--- src/rtl/burst_toggle_gen.sv ---
// burst_toggle_gen: independent per-channel toggle generators running either
// bounded one-shot bursts (with a done pulse) or free-running toggle streams.
module burst_toggle_gen #(
    parameter int NUM_CH = 4,
    parameter int CNT_W  = 8
) (
    input  logic                      internal_clk,
    input  logic                      reset,
    input  logic [NUM_CH-1:0]         start,
    input  logic [NUM_CH-1:0]         stop,
    input  logic [NUM_CH-1:0]         en,
    input  logic [NUM_CH-1:0]         mode,
    input  logic [NUM_CH*CNT_W-1:0]   limit,
    output logic [NUM_CH-1:0]         q,
    output logic [NUM_CH-1:0]         busy,
    output logic [NUM_CH-1:0]         done,
    output logic [NUM_CH*CNT_W-1:0]   count
);

    typedef enum logic {IDLE, RUN} state_t;

    for (genvar i = 0; i < NUM_CH; i++) begin : g_ch
        state_t             state, state_n;
        logic               q_r, q_n, done_r, done_n, md, md_n;
        logic [CNT_W-1:0]   cnt, cnt_n, lim, lim_n, cnt_inc, lim_in;

        assign lim_in  = limit[i*CNT_W +: CNT_W];
        assign cnt_inc = cnt + CNT_W'(1);

        always_ff @(posedge internal_clk or posedge reset) begin
            if (reset) begin
                state  <= IDLE;
                q_r    <= 1'b0;
                done_r <= 1'b0;
                md     <= 1'b0;
                cnt    <= '0;
                lim    <= '0;
            end else begin
                state  <= state_n;
                q_r    <= q_n;
                done_r <= done_n;
                md     <= md_n;
                cnt    <= cnt_n;
                lim    <= lim_n;
            end
        end

        // stop outranks both the enable and a completing toggle
        always_comb begin
            state_n = state;
            q_n     = q_r;
            done_n  = 1'b0;
            md_n    = md;
            cnt_n   = cnt;
            lim_n   = lim;
            if (state == IDLE) begin
                if (start[i]) begin
                    lim_n = lim_in;
                    md_n  = mode[i];
                    cnt_n = '0;
                    if (lim_in == '0 && !mode[i])
                        done_n = 1'b1;
                    else
                        state_n = RUN;
                end
            end else if (stop[i]) begin
                state_n = IDLE;
            end else if (en[i]) begin
                q_n   = ~q_r;
                cnt_n = cnt_inc;
                if (!md && cnt_inc == lim) begin
                    state_n = IDLE;
                    done_n  = 1'b1;
                end
            end
        end

        assign q[i]                     = q_r;
        assign busy[i]                  = (state == RUN);
        assign done[i]                  = done_r;
        assign count[i*CNT_W +: CNT_W]  = cnt;
    end

endmodule

--- config.mk ---
export PLATFORM = sky130hd
export DESIGN_NAME = burst_toggle_gen
export DESIGN_NICKNAME = d
export VERILOG_FILES = /design/src/rtl/burst_toggle_gen.sv
export SDC_FILE = /design/constraint.sdc
export NUM_CORES = 1
export LEC_CHECK = 0
export ABC_CLOCK_PERIOD_IN_PS = 2800
export BUFFER_PORTS_ARGS = -buffer_cell sky130_fd_sc_hd__buf_2
export CORE_UTILIZATION = 40
export DETAILED_ROUTE_END_ITERATION = 7
export REMOVE_ABC_BUFFERS = 1
export SLEW_MARGIN = 20
export SYNTH_ARGS = -nofsm -noshare
export SYNTH_HDL_FRONTEND = slang
export SYNTH_SLANG_ARGS = --single-unit
--- constraint.sdc ---
create_clock -name internal_clk -period 2.8 [get_ports internal_clk]
set_input_delay 0.42 -clock internal_clk [delete_from_list [all_inputs] [get_ports internal_clk]]
set_output_delay 0.42 -clock internal_clk [all_outputs]
set_load 0.005 [all_outputs]
; Word level (Yosys, flattened, before mapping)
; Cells that the tools add are included.
[totals]
ff_bits = 80
inputBits = 50
out_inout_bits = 44
wordCells = 152
[classes]
n_addsub = 4
eq_ne = 12
mux = 64
bitwise = 12
n_reduce_logical = 36
[ops]
columns = cell, n
row1 = 8-bit two-way mux, 16
row2 = 1-bit two-way mux, 48
row3 = 8-bit by 1-bit adder with 8-bit output (second input constant), 4
row4 = 8-bit equality test, 4
row5 = 8-bit logical NOT, 4
row6 = 3-bit AND reduction, 8
row7 = 2-bit != test (second input constant), 8
row8 = 1-bit inverter, 12
row9 = 1-bit logical AND, 8
row10 = 1-bit logical NOT, 8
row11 = 2-bit AND reduction, 4
row12 = 2-bit nonzero test, 4

; Logic depth before layout (Yosys ltp)
[logic_depth]
depth_word = 7
ltp_mapped = 7
mapped_depth_nobuf = 6

; Worst setup path after synthesis
; Ideal clock, no wire load.
[synth_path]
kind = flip-flop to flip-flop
start = register g_ch[0].cnt[0]
end = register g_ch[0].state
setup_ns = 0.119
t_arrival_ns = 1.951
required_time_ns = 2.681
setup_slack_ns = 0.730
stages_incl_launch_ff = 8
n_path_buf = 1
period_less_slack_ns = 2.070
cell_sequence = dfrtp_1 > ha_1 > and3_1 > clkbuf_1 > xnor2_1 > nand4_1 > or4_1 > o21a_1
[synth_between]
elab_chain_cells = 7
[synth_lines]
columns = element, line_no
row1 = from (decl), 25  ; logic [CNT_W-1:0] cnt, cnt_n, lim, lim_n, cnt_inc, lim_in;
row2 = from (signal assigned), 43  ; cnt <= cnt_n;
row3 = 8-bit by 1-bit adder with 8-bit output, 28  ; assign cnt_inc = cnt + CNT_W'(1);
row4 = 8-bit equality test, 71  ; if (!md && cnt_inc == lim) begin
row5 = 1-bit logical AND, 71
row6 = 1-bit two-way mux, 71
row7 = 1-bit two-way mux, 68  ; end else if (en[i]) begin
row8 = 1-bit two-way mux, 66  ; end else if (stop[i]) begin
row9 = 1-bit two-way mux, 56  ; if (state == IDLE) begin
row10 = via g_ch[0].state_n, 23  ; state_t state, state_n;
row11 = to (signal assigned), 39  ; state <= state_n;
row12 = to (decl), 23
; The timed path passes the listed nets, and every way through them passes these cells.
; A chain may end at the register's enable or synchronous reset.

; Worst setup path after layout
[layout_path]
start = register g_ch[3].cnt[0]
end = register g_ch[3].done_r
[layout_between]
elab_chain_cells = 7
[layout_lines]
columns = element, line_no
row1 = from (decl), 25
row2 = from (signal assigned), 43
row3 = 8-bit by 1-bit adder with 8-bit output, 28
row4 = 8-bit equality test, 71
row5 = 1-bit logical AND, 71
row6 = 1-bit two-way mux, 71
row7 = 1-bit two-way mux, 68
row8 = 1-bit two-way mux, 66
row9 = 1-bit two-way mux, 56
row10 = via g_ch[3].done_n, 24  ; logic q_r, q_n, done_r, done_n, md, md_n;
row11 = to (signal assigned), 41  ; done_r <= done_n;
row12 = to (decl), 24
; The timed path passes the listed nets, and every way through them passes these cells.

==> metrics.txt <==
run status finished clean; Initial DRC Count 119; number of cells produced by synthesis 462; H-tree depth 3; Yosys top cell area share 45.8%; pre-CTS setup slack 0.603 ns; final instance area 0.00506 sq mm; Top FF cell, synth dfrtp_1; Final setup viols 0; Starting Density 41.7%; number of library cell types mapped by synthesis 50; Power Dens Cells 623 mW/mm^2; top post-synthesis cells by area dfrtp_1 (46%), xnor2_1 (7.6%), nand2_1 (7.2%), mux2_2 (4.9%), o21ai_0 (3.8%); r2r setup slk 0.58 ns; register area share after synthesis 45.8%; met3 Use GR 4.35%; area leader, netlist dfrtp_1; PostCTS Resize Cnt 0; Sink Count 80; final non-filler cell total 681; WP data required 3.06 ns; Worst Path Max Fanout 6; Synth Register Bits 80; clock latency on the worst-skew pair 0.35 ns; grt peak-use layer met2; first-pass GRT wire length 16,300 um; Port-buffer cells 93; Area Growth Syn to Fin 15.8%; placeable core region 0.0105 sq mm; Top Ports 94; Pre-Repair DR Iteration Count 4; DR WL/cell 14.2 um; Tot Pwr 3.15 mW; Antenna diodes 0; final net count 597; PnR worst setup slack 0.583 ns; final WL 9670 um; worst slew pin tran 0.680 ns; CP arrival 2.48 ns; final period utilization 79.2%; CP Capture Type flip-flop; Max Cap Viol 0; number of synthesized flops with an enable pin 0; worst hold slack 0.152 ns; leakage 2.37 nW; DP Area 0.00490 sq mm; Clock Tree Buf Depth 2; DP HPWL 7070 um; met2 usage 28.9%; Max VDD drop 0.225 mV; commonest non-fill, non-tap cells in the layout buf_2 (93), nand2_1 (84), dfrtp_1 (80); clock root cell clkbuf_8; average size of a mapped cell 9.45 sq um; Final TNS setup 0 ns; Async SR Flop Fraction 100%; Rows 37; CTS Buf Count 9; f_max 451 MHz; # DRC 0; Post-CTS Setup Bufs 0; Via-to-Cell Ratio 5.26; fraction of layout cells with a size suffix above 1 25.1%; Worst Hold Class in -> async; Placed Cells 668; CTS tree built; die area 0.0113 sq mm; Reg clk slew, reported paths 0.08 ns; Fin. Hold Viols 0; CP Launch Type flip-flop; GRT Total Usage 18.1%; unrepaired setup endpoints after global routing no; Die Width 107 um; Mapped Area 0.00437 sq mm; gpl congestion 0.820; DRT antenna net count 0; initial antenna violation count 0; minimum clock period 2.22 ns; Die H 107 um; grt total ovfl 0; Vias 3,581; Util after Layout 48.3%; # hold bufs at CTS 0; critical path type reg -> reg; largest net degree at the start of global routing 81; GRT met1 Usage 24.0%; commonest non-fill, non-tap cell in the layout buf_2; yosys warns 0; Max Clock Skew 0.0122 ns; slew margin rel. 54.6%; max-slew violations 0; number of global-route vias before repair 3,389
-- worst max-delay path, stage by stage, from the launching register on --
cell	delay, ns
dfrtp_1	0.45
ha_1	0.36
xor2_1	0.17
nor4b_1	0.32
o211ai_1	0.17
or4_1	0.50
o22ai_1	0.15
-- cells in the mapped netlist (2+ instances only) --
master,count
nor2b_1,6
or4_1,3
nand3_1,24
o41ai_1,2
buf_4,13
o22ai_1,4
buf_1,2
nor2_1,21
o21ai_0,33
nand2_1,84
nand4_1,4
a31oi_1,5
clkbuf_1,10
dfrtp_1,80
and3_1,8
nand3_2,3
o211ai_1,3
a21bo_2,2
and2_1,2
or3_1,4
nor3_1,9
o31ai_1,9
mux2_2,19
inv_1,7
a21oi_1,5
xor2_1,11
nand2b_1,11
nand3b_1,3
nor4_1,6
ha_1,4
xnor2_1,38
o21a_1,2
a22o_1,6
buf_2,3
-- state kept, by name (all words and copies together), names as in the netlist --
signal,cells
g_ch.lim,32
g_ch.done_r,4
g_ch.state,4
g_ch.q_r,4
g_ch.md,4
g_ch.cnt,32
-- layer usage --
metal / share of wire, % / routed length, um
met1: 46 / 4480
met3: 5.4 / 526
met4: 1.2 / 116
met2: 47 / 4540
met5: 0 / 0
-- final cells by class --
class | count | area (sq um)
clock buffers | 12 | 155
clock inverters | 1 | 5.00
fillers | 1003 | 5410
inverters | 7 | 27.5
multi-input cells | 347 | 2180
flip-flops and latches | 80 | 2000
well taps | 136 | 170
repair buffers | 98 | 515
-- cell families (layout without fill, tap and decap cells) --
group | Yosys count | in the layout | share of synthesized area, %
buffers and inverters | 35 | 118 | 4.21
multiplexers | 20 | 20 | 5.13
AND/OR/NAND/NOR | 192 | 192 | 21.3
flip-flops | 80 | 80 | 45.8
adder cells (fa/ha/maj) | 4 | 4 | 1.15
AO/OA/AOI/OAI | 81 | 81 | 12.0
XOR/XNOR | 50 | 50 | 10.3
-- final timing paths --
path                           startpoint        endpoint  cells past startpoint
min                                 reset  g_ch[3].cnt[3]                      3
max in group asynchronous           reset  g_ch[2].cnt[7]                      3
max                        g_ch[3].cnt[0]  g_ch[3].done_r                      6
min reg2reg                   g_ch[0].q_r     g_ch[0].q_r                      1
min in group internal_clk       limit[17]  g_ch[2].lim[1]                      3
max reg2reg                g_ch[3].cnt[0]  g_ch[3].done_r                      6
-- report_power, final --
group / leakage [nW] / switching, mW / total [mW] / internal [mW]
Combinational: 1.27 / 0.400 / 0.824 / 0.424
Sequential: 1.02 / 0.200 / 1.57 / 1.37
Clock: 0.0842 / 0.402 / 0.757 / 0.356
Power figures use the tool's default switching activity.
